## src/rtl/pipelined_cla_adder.sv

```systemverilog
`default_nettype none
// ============================================================================
// Module      : pipelined_cla_adder
// Description : Two-stage pipelined carry-lookahead adder/subtractor with
//               valid/ready flow control, signed overflow and word-level
//               propagate/generate outputs.
// Revision    : 1.0 - initial release
// ============================================================================
module pipelined_cla_adder #(
  parameter int WIDTH = 16,
  parameter int GROUP = 4
) (
  input  logic             clk,
  input  logic             rst_n,
  input  logic             in_valid,
  output logic             in_ready,
  input  logic [WIDTH-1:0] a,
  input  logic [WIDTH-1:0] b,
  input  logic             cin,
  input  logic             sub,
  output logic             out_valid,
  input  logic             out_ready,
  output logic [WIDTH-1:0] sum,
  output logic             cout,
  output logic             ovf,
  output logic             word_p,
  output logic             word_g
);

  localparam int NGRP = WIDTH / GROUP;

  // Flow control
  logic w_s1_adv;
  logic w_s2_adv;

  // Stage 1 combinational terms
  logic [WIDTH-1:0] w_bx;
  logic [WIDTH-1:0] w_p;
  logic [WIDTH-1:0] w_g;
  logic             w_c0;
  logic [NGRP-1:0]  w_gp;
  logic [NGRP-1:0]  w_gg;

  // Stage 1 registers
  logic             r_s1_valid;
  logic [WIDTH-1:0] r_p;
  logic [WIDTH-1:0] r_g;
  logic [NGRP-1:0]  r_gp;
  logic [NGRP-1:0]  r_gg;
  logic             r_c0;

  // Stage 2 combinational terms
  logic [NGRP:0]    w_gc;
  logic [WIDTH:0]   w_c;
  logic [WIDTH-1:0] w_sum;
  logic             w_word_g;

  // Stage 2 (output) registers
  logic             r_out_valid;
  logic [WIDTH-1:0] r_sum;
  logic             r_cout;
  logic             r_ovf;
  logic             r_word_p;
  logic             r_word_g;

  // A stage may load when it is empty or its contents move on this edge;
  // this makes in_ready combinationally dependent on out_ready.
  assign w_s2_adv = !r_out_valid || out_ready;
  assign w_s1_adv = !r_s1_valid || w_s2_adv;
  assign in_ready = w_s1_adv;

  // Subtraction is a + ~b + 1, so the carry-in is forced high and cin ignored.
  assign w_bx = b ^ {WIDTH{sub}};
  assign w_c0 = sub | cin;
  assign w_p  = a ^ w_bx;
  assign w_g  = a & w_bx;

  // Group propagate/generate via in-group lookahead (generate independent of carry-in)
  always_comb begin
    logic w_acc;
    w_gp = '0;
    w_gg = '0;
    for (int k = 0; k < NGRP; k++) begin
      w_gp[k] = &w_p[k*GROUP +: GROUP];
      w_acc   = 1'b0;
      for (int i = 0; i < GROUP; i++) begin
        w_acc = w_g[k*GROUP+i] | (w_p[k*GROUP+i] & w_acc);
      end
      w_gg[k] = w_acc;
    end
  end

  // Stage 1 register: captures bit and group P/G plus carry-in on advance
  always_ff @(posedge clk or negedge rst_n) begin
    if (!rst_n) begin
      r_s1_valid <= 1'b0;
      r_p        <= '0;
      r_g        <= '0;
      r_gp       <= '0;
      r_gg       <= '0;
      r_c0       <= 1'b0;
    end else if (w_s1_adv) begin
      r_s1_valid <= in_valid && w_s1_adv;
      r_p        <= w_p;
      r_g        <= w_g;
      r_gp       <= w_gp;
      r_gg       <= w_gg;
      r_c0       <= w_c0;
    end
  end

  // Group carry-ins from group lookahead, then ripple inside each group
  always_comb begin
    w_gc    = '0;
    w_c     = '0;
    w_gc[0] = r_c0;
    for (int k = 0; k < NGRP; k++) begin
      w_gc[k+1] = r_gg[k] | (r_gp[k] & w_gc[k]);
    end
    for (int k = 0; k < NGRP; k++) begin
      w_c[k*GROUP] = w_gc[k];
      for (int i = 0; i < GROUP - 1; i++) begin
        w_c[k*GROUP+i+1] = r_g[k*GROUP+i] | (r_p[k*GROUP+i] & w_c[k*GROUP+i]);
      end
    end
    w_c[WIDTH] = w_gc[NGRP];
  end

  assign w_sum = r_p ^ w_c[WIDTH-1:0];

  // Word generate folds the group P/G from LSB group up, with zero carry-in
  always_comb begin
    w_word_g = 1'b0;
    for (int k = 0; k < NGRP; k++) begin
      w_word_g = r_gg[k] | (r_gp[k] & w_word_g);
    end
  end

  // Stage 2 register: result held stable while the consumer stalls
  always_ff @(posedge clk or negedge rst_n) begin
    if (!rst_n) begin
      r_out_valid <= 1'b0;
      r_sum       <= '0;
      r_cout      <= 1'b0;
      r_ovf       <= 1'b0;
      r_word_p    <= 1'b0;
      r_word_g    <= 1'b0;
    end else if (w_s2_adv) begin
      r_out_valid <= r_s1_valid;
      r_sum       <= w_sum;
      r_cout      <= w_c[WIDTH];
      r_ovf       <= w_c[WIDTH-1] ^ w_c[WIDTH];
      r_word_p    <= &r_gp;
      r_word_g    <= w_word_g;
    end
  end

  assign out_valid = r_out_valid;
  assign sum       = r_sum;
  assign cout      = r_cout;
  assign ovf       = r_ovf;
  assign word_p    = r_word_p;
  assign word_g    = r_word_g;

endmodule
`default_nettype wire
```

## config.mk

```make
export PLATFORM = sky130hd
export DESIGN_NAME = pipelined_cla_adder
export DESIGN_NICKNAME = d
export VERILOG_FILES = /design/src/rtl/pipelined_cla_adder.sv
export SDC_FILE = /design/constraint.sdc
export NUM_CORES = 1
export LEC_CHECK = 0
export BUFFER_PORTS_ARGS = -buffer_cell sky130_fd_sc_hd__buf_2
export CORE_UTILIZATION = 59
export CTS_CLUSTER_SIZE = 30
export DETAILED_ROUTE_END_ITERATION = 8
export PLACE_DENSITY = 0.85
export SYNTH_ARGS = -nofsm -noshare
export SYNTH_HDL_FRONTEND = slang
export SYNTH_SLANG_ARGS = --single-unit
```

## constraint.sdc

```tcl
create_clock -name clk -period 6.2 [get_ports clk]
set_input_delay 0.93 -clock clk [delete_from_list [all_inputs] [get_ports clk]]
set_output_delay 0.93 -clock clk [all_outputs]
set_load 0.02 [all_outputs]
```

# After elaboration in Yosys (flattened, before gate mapping)
# Index checks and enable logic that the tools add are counted.
# word_totals
regBits	62
output_inout_bits	22
wordCells	90
# classes
bitwise_logic	68
reduce_logical	10
# ops
cell	n
$xor 16x16->16	3
$or 1x1->1	32
$and 1x1->1	31
$reduce_and 4->1	5
$and 16x16->16	1
$logic_not 1->1	2
$logic_or 1x1->1	2
$logic_and 1x1->1	1
$xor 1x1->1	1

# Logic depth before layout (Yosys ltp)
# Gate-level depths: netlist (run 1).
# logic_depth
depth_word	13
ltp_mapped	11
mapped_depth_nobuf	11

# Worst setup path after synthesis (run 1)
# Ideal clock, no wire load.
# synth_path
kind	reg2reg
start	register r_c0
end	register r_ovf, in the netlist ovf
t_arrival_ns	2.494
required_time_ns	6.080
setup_slack_ns	3.587
stages_incl_launch_ff	12
synth_period_minus_slack_ns	2.613
cell_sequence	dfrtp_1 > a21o_1 > a31o_1 > ha_1 > or2_2 > ha_1 > or2_2 > ha_1 > nor2_1 > nand2_1 > a211o_1 > and3_1
# synth_via
elab_chain_len	13
elab_cells_between_ends	15
classes_between	bitwise: 15
# synth_lines
item	line_no	source
start: declaration	50	logic r_c0;
start signal: assignment	108	r_c0 <= w_c0;
$and 1x1->1 (*)	118	w_gc[k+1] = r_gg[k] | (r_gp[k] & w_gc[k]);
$or 1x1->1 (*)	118	
$and 1x1->1 (*)	118	
$or 1x1->1 (*)	118	
$and 1x1->1 (*)	118	
$or 1x1->1 (*)	118	
$and 1x1->1	123	w_c[k*GROUP+i+1] = r_g[k*GROUP+i] | (r_p[k*GROUP+i] & w_c[k*GROUP+i]);
$or 1x1->1	123	
$and 1x1->1	123	
$or 1x1->1	123	
$and 1x1->1	123	
$or 1x1->1	123	
$xor 1x1->1 (*)	152	r_ovf <= w_c[WIDTH-1] ^ w_c[WIDTH];
end signal: assignment	152	
end: declaration	62	logic r_ovf;
# Every way passes the cells marked *; elsewhere a longest branch is shown, timed or not.
# A chain may end at the register's enable or synchronous reset.

# Worst setup path in the final report (run 1)
# layout_path
start	input out_ready
end	output in_ready
# layout_via
elab_chain_len	2
# layout_lines
item	line_no	source
start: declaration	22	input logic out_ready,
$logic_or 1x1->1	68	assign w_s2_adv = !r_out_valid || out_ready;
$logic_or 1x1->1	69	assign w_s1_adv = !r_s1_valid || w_s2_adv;
end: declaration	16	output logic in_ready,
# No other way between the ends.

==> run metrics, run 1 <==
FMAX 323 MHz; routed via count 2371; post-layout net count 453; crit path cell chain buf_2, nor2b_1, buf_4, and2_1, inv_2, buf_2; WL final 5.93 mm; Hold Buf Count CTS 0; WS Path Type in2out; clk_lat worst skew 0.33 ns; post-CTS sizing 0; gpl congestion 0.788; die area 5330 µm²; most common cell in the netlist nand2_1; leading area contributor after synthesis dfrtp_1; hold path depth 2; H-Tree Depth 3; syn_area_per_cell 9.06 µm²; # diodes 0; pwr dens 325 nW/µm²; first-pass GRT wire length 9.91 mm; Die Wd 73.0 µm; DR pass1 iterations 4; setup repair after global routing missed its margin no; hold path startpoint sum[13]; grt total ovfl 0; worst path required time 5.27 ns; Starting Density 0.621; Pleak 1.89 nW; Yosys reg bits 59; count of max-cap constraint violations 0; largest net degree at the start of global routing 60; worst-case clock buffer depth 2; area of the multi-input gates 1420 µm²; number of post-CTS setup repair buffers 0; Synth top cells by count nand2_1, dfrtp_1, ha_1; area grow syn2layout 16.8%; total area of sequential cells 1480 µm²; # rows 25; CTS sink cnt 59; status completed; share of the synthesized area in the top cell type 0.497; layout cell share with drive strength beyond 1 0.214; clock skew 0.00658 ns; filler instances 380; clock-pin slew of the registers on the worst-case setup and hold paths 0.06 ns; relative slew slack 0.425; initial DRC count 120; fin crit period 3.09 ns; Final Cycle Share 0.499; CTS tree done; fin cells 459; Worst-Margin Slew 0.862 ns; Startpoint Class primary input; wire per inst 12.9 µm; Core Box Area 4790 µm²; Min Hold Slack 0.462 ns; Hold Crit Class reg2reg; reg-to-reg startpoint r_c0; Num CTS Buffers 9; FF-to-FF End ovf; slowest cell delay on critical path 0.43 ns; DRC Markers 0; cell mode on critical path buf_2; Synth Flop Type dfrtp_1; Routed Antenna Nets 0; Via density 5.17; Ys Warns 0; syn nets 394; vias in the first global route 2302; Netlist cell types 23; async set-reset flop share out of synthesis 1.00; Slew Viols, Final 0; Synth Instances 328; Max VDD drop 0.185 mV; EDFF count, synth 0; r2r worst-path depth 11; hold endpoint sum[13]; R2R setup slack 3.35 ns; I/O pin count 60; Critical Path Fanout Max 35; Root Driver clkbuf_8; count of final hold-check violations 0; synthesized area 2970 µm²; Post-DP HPWL 4.14 mm; antenna violations before repair 0; crit end category output port; Post-Place Cells 443; total global-route track usage 0.252; Synth area leaders dfrtp_1, nand2_1, ha_1, xor2_1, a21oi_1; # setup viols final 0; Post-Route Setup TNS 0 ns; post-synthesis sequential area ratio 0.497; die span in y 73.0 µm; port bufs 59; slowest library cell on the worst path inv_2; CP Data Arrival Time 2.16 ns
-- per-layer routing --
metal | part of all wire | wire length [µm] | GRT usage | vias up
met5 | 0 | 0 | 0 | -
met4 | 0.013 | 77 | 0.142 | 0
met1 | 0.45 | 2670 | 0.316 | 1128
met3 | 0.038 | 228 | 0.0387 | 8
li1 | - | - | - | 1173
met2 | 0.50 | 2950 | 0.419 | 62
-- cells in the final DEF (no fill, tap or decap), drive strengths merged, types with 4 or more instances in the layout --
master,n
xor2,20
clkbuf,14
nand4,5
nor2,17
dfrtp,59
or2,8
nand2,131
a21oi,13
o21ai,13
a21o,4
nor2b,5
ha,28
buf,62
-- worst max-delay path: cells and delay by family --
| kind | cells | cell delay (ns) |
|---|---|---|
| and+or+nand+nor | 2 | 0.24 |
| buffers and inverters | 4 | 0.98 |
-- per-stage QoR --
step | util | cell area (µm²) | setup WS (ns) | power, mW
6_report | 0.726 | 3470 | 3.11 | 1.13
5_1_grt | 0.726 | 3470 | 3.05 | 1.21
4_1_cts | 0.726 | 3470 | 3.13 | 1.14
3_5_place_dp | 0.690 | 3300 | 3.13 | 0.831
3_3_place_gp | 0.690 | 3300 | 3.14 | 0.819
2_1_floorplan | - | 2970 | 3.59 | 0.722
-- layout make-up --
type | instances | area share
Inverter | 1 | 0.00108
Tap cell | 67 | 0.0241
Multi-Input combinational cell | 254 | 0.409
Sequential cell | 59 | 0.425
Clock inverter | 2 | 0.00288
Timing Repair Buffer | 62 | 0.0915
Clock buffer | 14 | 0.0468
-- state kept, by name (all words and copies together), names as in the netlist, 4 cells and up --
register  count
r_g          12
r_gg          4
r_gp          4
r_p          16
sum          16
-- power by group --
group          switching (mW)  internal (mW)  total [mW]
combinational           0.190          0.123       0.313
sequential             0.0454          0.463       0.509
clock                   0.140          0.166       0.306
-- worst max path at each step --
stage	startpoint	depth (start not counted)	slack, ns	end
after global routing	out_ready	6	3.05	in_ready
after detailed placement	out_ready	6	3.13	in_ready
after global placement	out_ready	6	3.14	in_ready
final	out_ready	6	3.11	in_ready
after CTS	out_ready	6	3.13	in_ready
after floorplan	r_c0	11	3.59	ovf
-- cell families after synthesis --
kind of cell	after synthesis	synth area share
AND/OR/NAND/NOR	173	0.239
AO/OA/AOI/OAI	33	0.0619
XOR/XNOR	20	0.0589
adder cells (fa/ha/maj)	28	0.118
flip-flops	59	0.497
buffers and inverters	15	0.0261
(Power assumes the default switching activity.)
==> run 2, diff against run 1 <==
--- a/config.mk
+++ b/config.mk
@@ -6,10 +6,10 @@
 export NUM_CORES = 1
 export LEC_CHECK = 0
 export BUFFER_PORTS_ARGS = -buffer_cell sky130_fd_sc_hd__buf_2
-export CORE_UTILIZATION = 59
+export CORE_UTILIZATION = 55
 export CTS_CLUSTER_SIZE = 30
 export DETAILED_ROUTE_END_ITERATION = 8
-export PLACE_DENSITY = 0.85
+export PLACE_DENSITY = 0.8
 export SYNTH_ARGS = -nofsm -noshare
 export SYNTH_HDL_FRONTEND = slang
 export SYNTH_SLANG_ARGS = --single-unit
==> constraint.sdc (replaced) <==
create_clock -name clk -period 3 [get_ports clk]
set_input_delay 0.45 -clock clk [delete_from_list [all_inputs] [get_ports clk]]
set_output_delay 0.45 -clock clk [all_outputs]
set_load 0.02 [all_outputs]
==> run 2 against run 1 <==
  * Clock-buffer cell count is 4 lower
  * Power is 110% higher
  * Register-to-register slack lost 3.2 ns
  * Clock skew decreased by 0.0013 ns
  * Sequential share of layout area shrank 0.47 points
  * Clock power increased by 130%
  * Global-route usage down 1.4 points
  * Die area up 7.1%
  * Non-clock buffer count grew 2
  * Critical path type is now reg2reg
  * Largest power group unchanged
==> run metrics, run 2 (synthesis results as in run 1) <==
Via density 5.10; WS Path Type reg2reg; Hold Buf Count CTS 0; Clk pwr share 0.292; CTS sink cnt 59; I/O pin count 60; Worst-Margin Slew 0.855 ns; Startpoint Class flip-flop; worst-case clock buffer depth 2; Worst path depth 11; # diodes 0; Slew Viols, Final 0; DRC Markers 0; CTS tree done; dpl ws 0.176 ns; cell mode on critical path ha_1; Root Driver clkbuf_8; status completed; R2R setup slack 0.17 ns; slowest library cell on the worst path dfrtp_1; CP Data Arrival Time 3.06 ns; vias in the first global route 2283; Post-DP HPWL 4.30 mm; clock-pin slew of the registers on the worst-case setup and hold paths 0.06 ns; Sw Share 0.329; post-CTS sizing 0; clk_lat worst skew 0.33 ns; area grow syn2layout 18.1%; most frequent cells in the layout nand2_1, dfrtp_1, buf_2; number of post-CTS setup repair buffers 0; total global-route track usage 0.239; crit end category flip-flop; fin crit period 2.83 ns; commonest non-fill, non-tap cell in the layout nand2_1; CP Buf/Inv Count 0; setup repair after global routing missed its margin no; Critical Path Fanout Max 4; wire per inst 12.7 µm; Int Power 1.61 mW; FF-to-FF End ovf; initial DRC count 128; Starting Density 0.575; clock skew 0.00525 ns; layout cell share with drive strength beyond 1 0.226; Num CTS Buffers 9; relative slew slack 0.430; Sequential Power Share 0.438; Hold Crit Class in2async; Gate power share 0.270; # rows 26; r2r worst-path depth 11; crit path cell chain a21o_1, a31o_1, ha_1, or2_2, ha_1, or2_2, ha_1, nor2_1, nand2_1, a211o_1, and3_1; antenna violations before repair 0; grt total ovfl 0; Core Box Area 5170 µm²; WL final 5.91 mm; gpl congestion 0.763; H-Tree Depth 3; worst path required time 3.22 ns; Max VDD drop 0.395 mV; Post-Route Setup TNS 0 ns; Top delay family on crit path simple AND/OR/NAND/NOR gates; count of max-cap constraint violations 0; FMAX 353 MHz; Routed Antenna Nets 0; count of final hold-check violations 0; # setup viols final 0; pwr dens 684 nW/µm²; slowest cell delay on critical path 0.40 ns; port bufs 59; Die Wd 75.5 µm; total chip power 2.40 mW; Pleak 1.91 nW; Final Cycle Share 0.945; largest net degree at the start of global routing 42; first-pass GRT wire length 9.89 mm; switching pwr 789 µW; Setup WS post-layout 0.166 ns; reg-to-reg startpoint r_c0; die span in y 75.5 µm; DR pass1 iterations 5; die area 5700 µm²; routed via count 2365; post-layout net count 455
==> run 2: layout make-up <==
class                   count  area [µm²]
fillers                   419        1660
flip-flops and latches     59        1480
multi-input cells         254        1420
repair buffers             64         333
clock buffers              10         138
well taps                  70        87.6
clock inverters             6        55.1
inverters                   1        3.75
==> run 2: through the flow <==
stage | util | hold slack (ns) | std cells | instance area [µm²]
floorplan | - | 0.154 | 328 | 2970
global placement | 0.642 | 0.400 | 448 | 3320
detailed placement | 0.642 | 0.402 | 448 | 3320
CTS | 0.679 | 0.0436 | 464 | 3510
global route | 0.679 | 0.0662 | 464 | 3510
finish | 0.679 | 0.0395 | 464 | 3510
==> run 2: worst max path at each step <==
stage | from | end
6_report | r_c0 | ovf
5_1_grt | r_c0 | ovf
3_5_place_dp | r_c0 | ovf
2_1_floorplan | r_c0 | ovf
3_3_place_gp | r_c0 | ovf
4_1_cts | r_c0 | ovf
==> run 2: metal layers <==
layer / wire (µm) / vias to the layer above / GRT usage
met2: 2860 / 64 / 0.390
li1: - / 1185 / -
met5: 0 / - / 0
met4: 124 / 0 / 0.132
met1: 2710 / 1103 / 0.300
met3: 214 / 13 / 0.0476
==> run 2: power groups by stage <==
stage / Clock (mW) / Combinational, mW / Sequential (mW)
after floorplan: 0 / 0.330 / 1.16
after global placement: 0 / 0.642 / 1.06
after detailed placement: 0 / 0.655 / 1.07
after CTS: 0.718 / 0.658 / 1.05
after global routing: 0.749 / 0.739 / 1.07
final: 0.701 / 0.648 / 1.05
==> run 3, diff against run 2 <==
==> constraint.sdc (replaced) <==
create_clock -name clk -period 3 [get_ports clk]
set_input_delay 0.3 -clock clk [delete_from_list [all_inputs] [get_ports clk]]
set_output_delay 0.3 -clock clk [all_outputs]
set_load 0.02 [all_outputs]
==> run 3 against run 2 <==
  * Non-clock buffer count shrank 1
  * Sequential power is essentially flat
  * Fmax shrank 0.12%
  * Cell count shrank 0.22%
  * Clock-buffer cell count grew 1
  * Power grew 4.4%
  * Design area grew 0.82%
  * Critical path depth is the same
  * Flip-flop and latch count is the same
  * Largest power group unchanged
==> run metrics, run 3 (synthesis results as in run 1) <==
layout cell share with drive strength beyond 1 0.221; initial DRC count 79; Num CTS Buffers 9; setup repair after global routing missed its margin no; Critical Path Fanout Max 4; post-CTS sizing 0; largest net degree at the start of global routing 45; cell mode on critical path ha_1; slowest library cell on the worst path dfrtp_1; die area 5700 µm²; Root Driver clkbuf_8; WS Path Type reg2reg; clock-pin slew of the registers on the worst-case setup and hold paths 0.06 ns; total global-route track usage 0.229; DR pass1 iterations 4; fin cells 463; count of max-cap constraint violations 0; pwr dens 708 nW/µm²; Min Hold Slack 0.162 ns; H-Tree Depth 3; post-layout net count 454; vias in the first global route 2219; # diodes 0; met1 GRT Util 0.280; Worst-Margin Slew 0.882 ns; worst path required time 3.22 ns; port bufs 59; worst-case clock buffer depth 2; clk_lat worst skew 0.34 ns; # rows 26; crit end category flip-flop; CTS tree done; commonest non-fill, non-tap cell in the layout nand2_1; Routed Antenna Nets 0; Worst path depth 11; clock skew 0.00609 ns; Hold Crit Class in2reg; most frequent cells in the layout nand2_1, dfrtp_1, buf_2; Core Box Area 5170 µm²; Pleak 1.92 nW; slowest cell delay on critical path 0.41 ns; Die Wd 75.5 µm; CTS sink cnt 59; count of final hold-check violations 0; Starting Density 0.575; Top delay family on crit path simple AND/OR/NAND/NOR gates; Via density 5.07; Startpoint Class flip-flop; gpl congestion 0.817; met2 Use GR 0.376; Final Cycle Share 0.946; status completed; FMAX 352 MHz; routed via count 2348; fin crit period 2.84 ns; grt total ovfl 0; Post-Place Cells 446; grt met3 use 0.0476; antenna violations before repair 0; CP Buf/Inv Count 0; r2r worst-path depth 11; CP Data Arrival Time 3.06 ns; # setup viols final 0; WL final 5.88 mm; die span in y 75.5 µm; I/O pin count 60; GRT busiest layer met2; Post-DP HPWL 4.14 mm; relative slew slack 0.412; hold path depth 2; crit path cell chain a21o_1, a31o_1, ha_1, or2_2, ha_1, or2_2, ha_1, nor2_1, nand2_1, a211o_1, and3_1; area grow syn2layout 19.1%; Post-Route Setup TNS 0 ns; Max VDD drop 0.383 mV; first-pass GRT wire length 9.48 mm; wire per inst 12.7 µm; DRC Markers 0; filler instances 427; Slew Viols, Final 0
-- run 3: cell count changes in the layout (fill, tap and decap cells not counted), sizes merged --
cell and delta:
buf -2, dlygate4sd3 +1, clkinv -2, clkbuf +1, bufinv +1
-- run 3: final timing paths --
path	to	start	slack (ns)
setup / recovery	ovf	r_c0	0.16
hold / removal	r_s1_valid	in_valid	0.16
setup reg to reg	ovf	r_c0	0.16
hold reg to reg	sum[10]	sum[10]	0.46
max in group asynchronous	sum[12]	rst_n	1.74
min in group asynchronous	sum[5]	rst_n	0.40
-- run 3: stage by stage --
step / utilization / worst slack, ns / power [mW] / instance area (µm²)
2_1_floorplan: - / 0.387 / 1.49 / 2970
3_3_place_gp: 0.639 / 0.260 / 1.70 / 3300
3_5_place_dp: 0.639 / 0.184 / 1.72 / 3300
4_1_cts: 0.685 / 0.170 / 2.53 / 3540
5_1_grt: 0.685 / 0.0625 / 2.67 / 3540
6_report: 0.685 / 0.163 / 2.51 / 3540
-- run 3: metal layers --
metal	vias up	share of wire
met4	0	0.024
met3	13	0.033
met5	-	0
met2	64	0.48
li1	1179	-
met1	1092	0.46
-- run 3: area by class of cell --
type / count / area [µm²] / area share
clock buffers: 11 / 151 / 0.0428
repair buffers: 63 / 328 / 0.0926
well taps: 70 / 87.6 / 0.0247
inverters: 1 / 3.75 / 0.00106
clock inverters: 5 / 75.1 / 0.0212
flip-flops and latches: 59 / 1480 / 0.417
multi-input cells: 254 / 1420 / 0.401
-- run 3: what timing repair did --
| item | 4_1_cts | 5_1_grt |
|---|---|---|
| hold buffers | 1 | 0 |
| setup endpoints to repair | 0 | 0 |
| buffers inserted | 0 | 0 |
| hold endpoints to repair | 15 | 0 |
-- run 3: power by group --
group	switching, mW	internal (mW)
clock network	0.299	0.508
registers	0.0960	0.957
logic	0.392	0.255
total	0.787	1.72
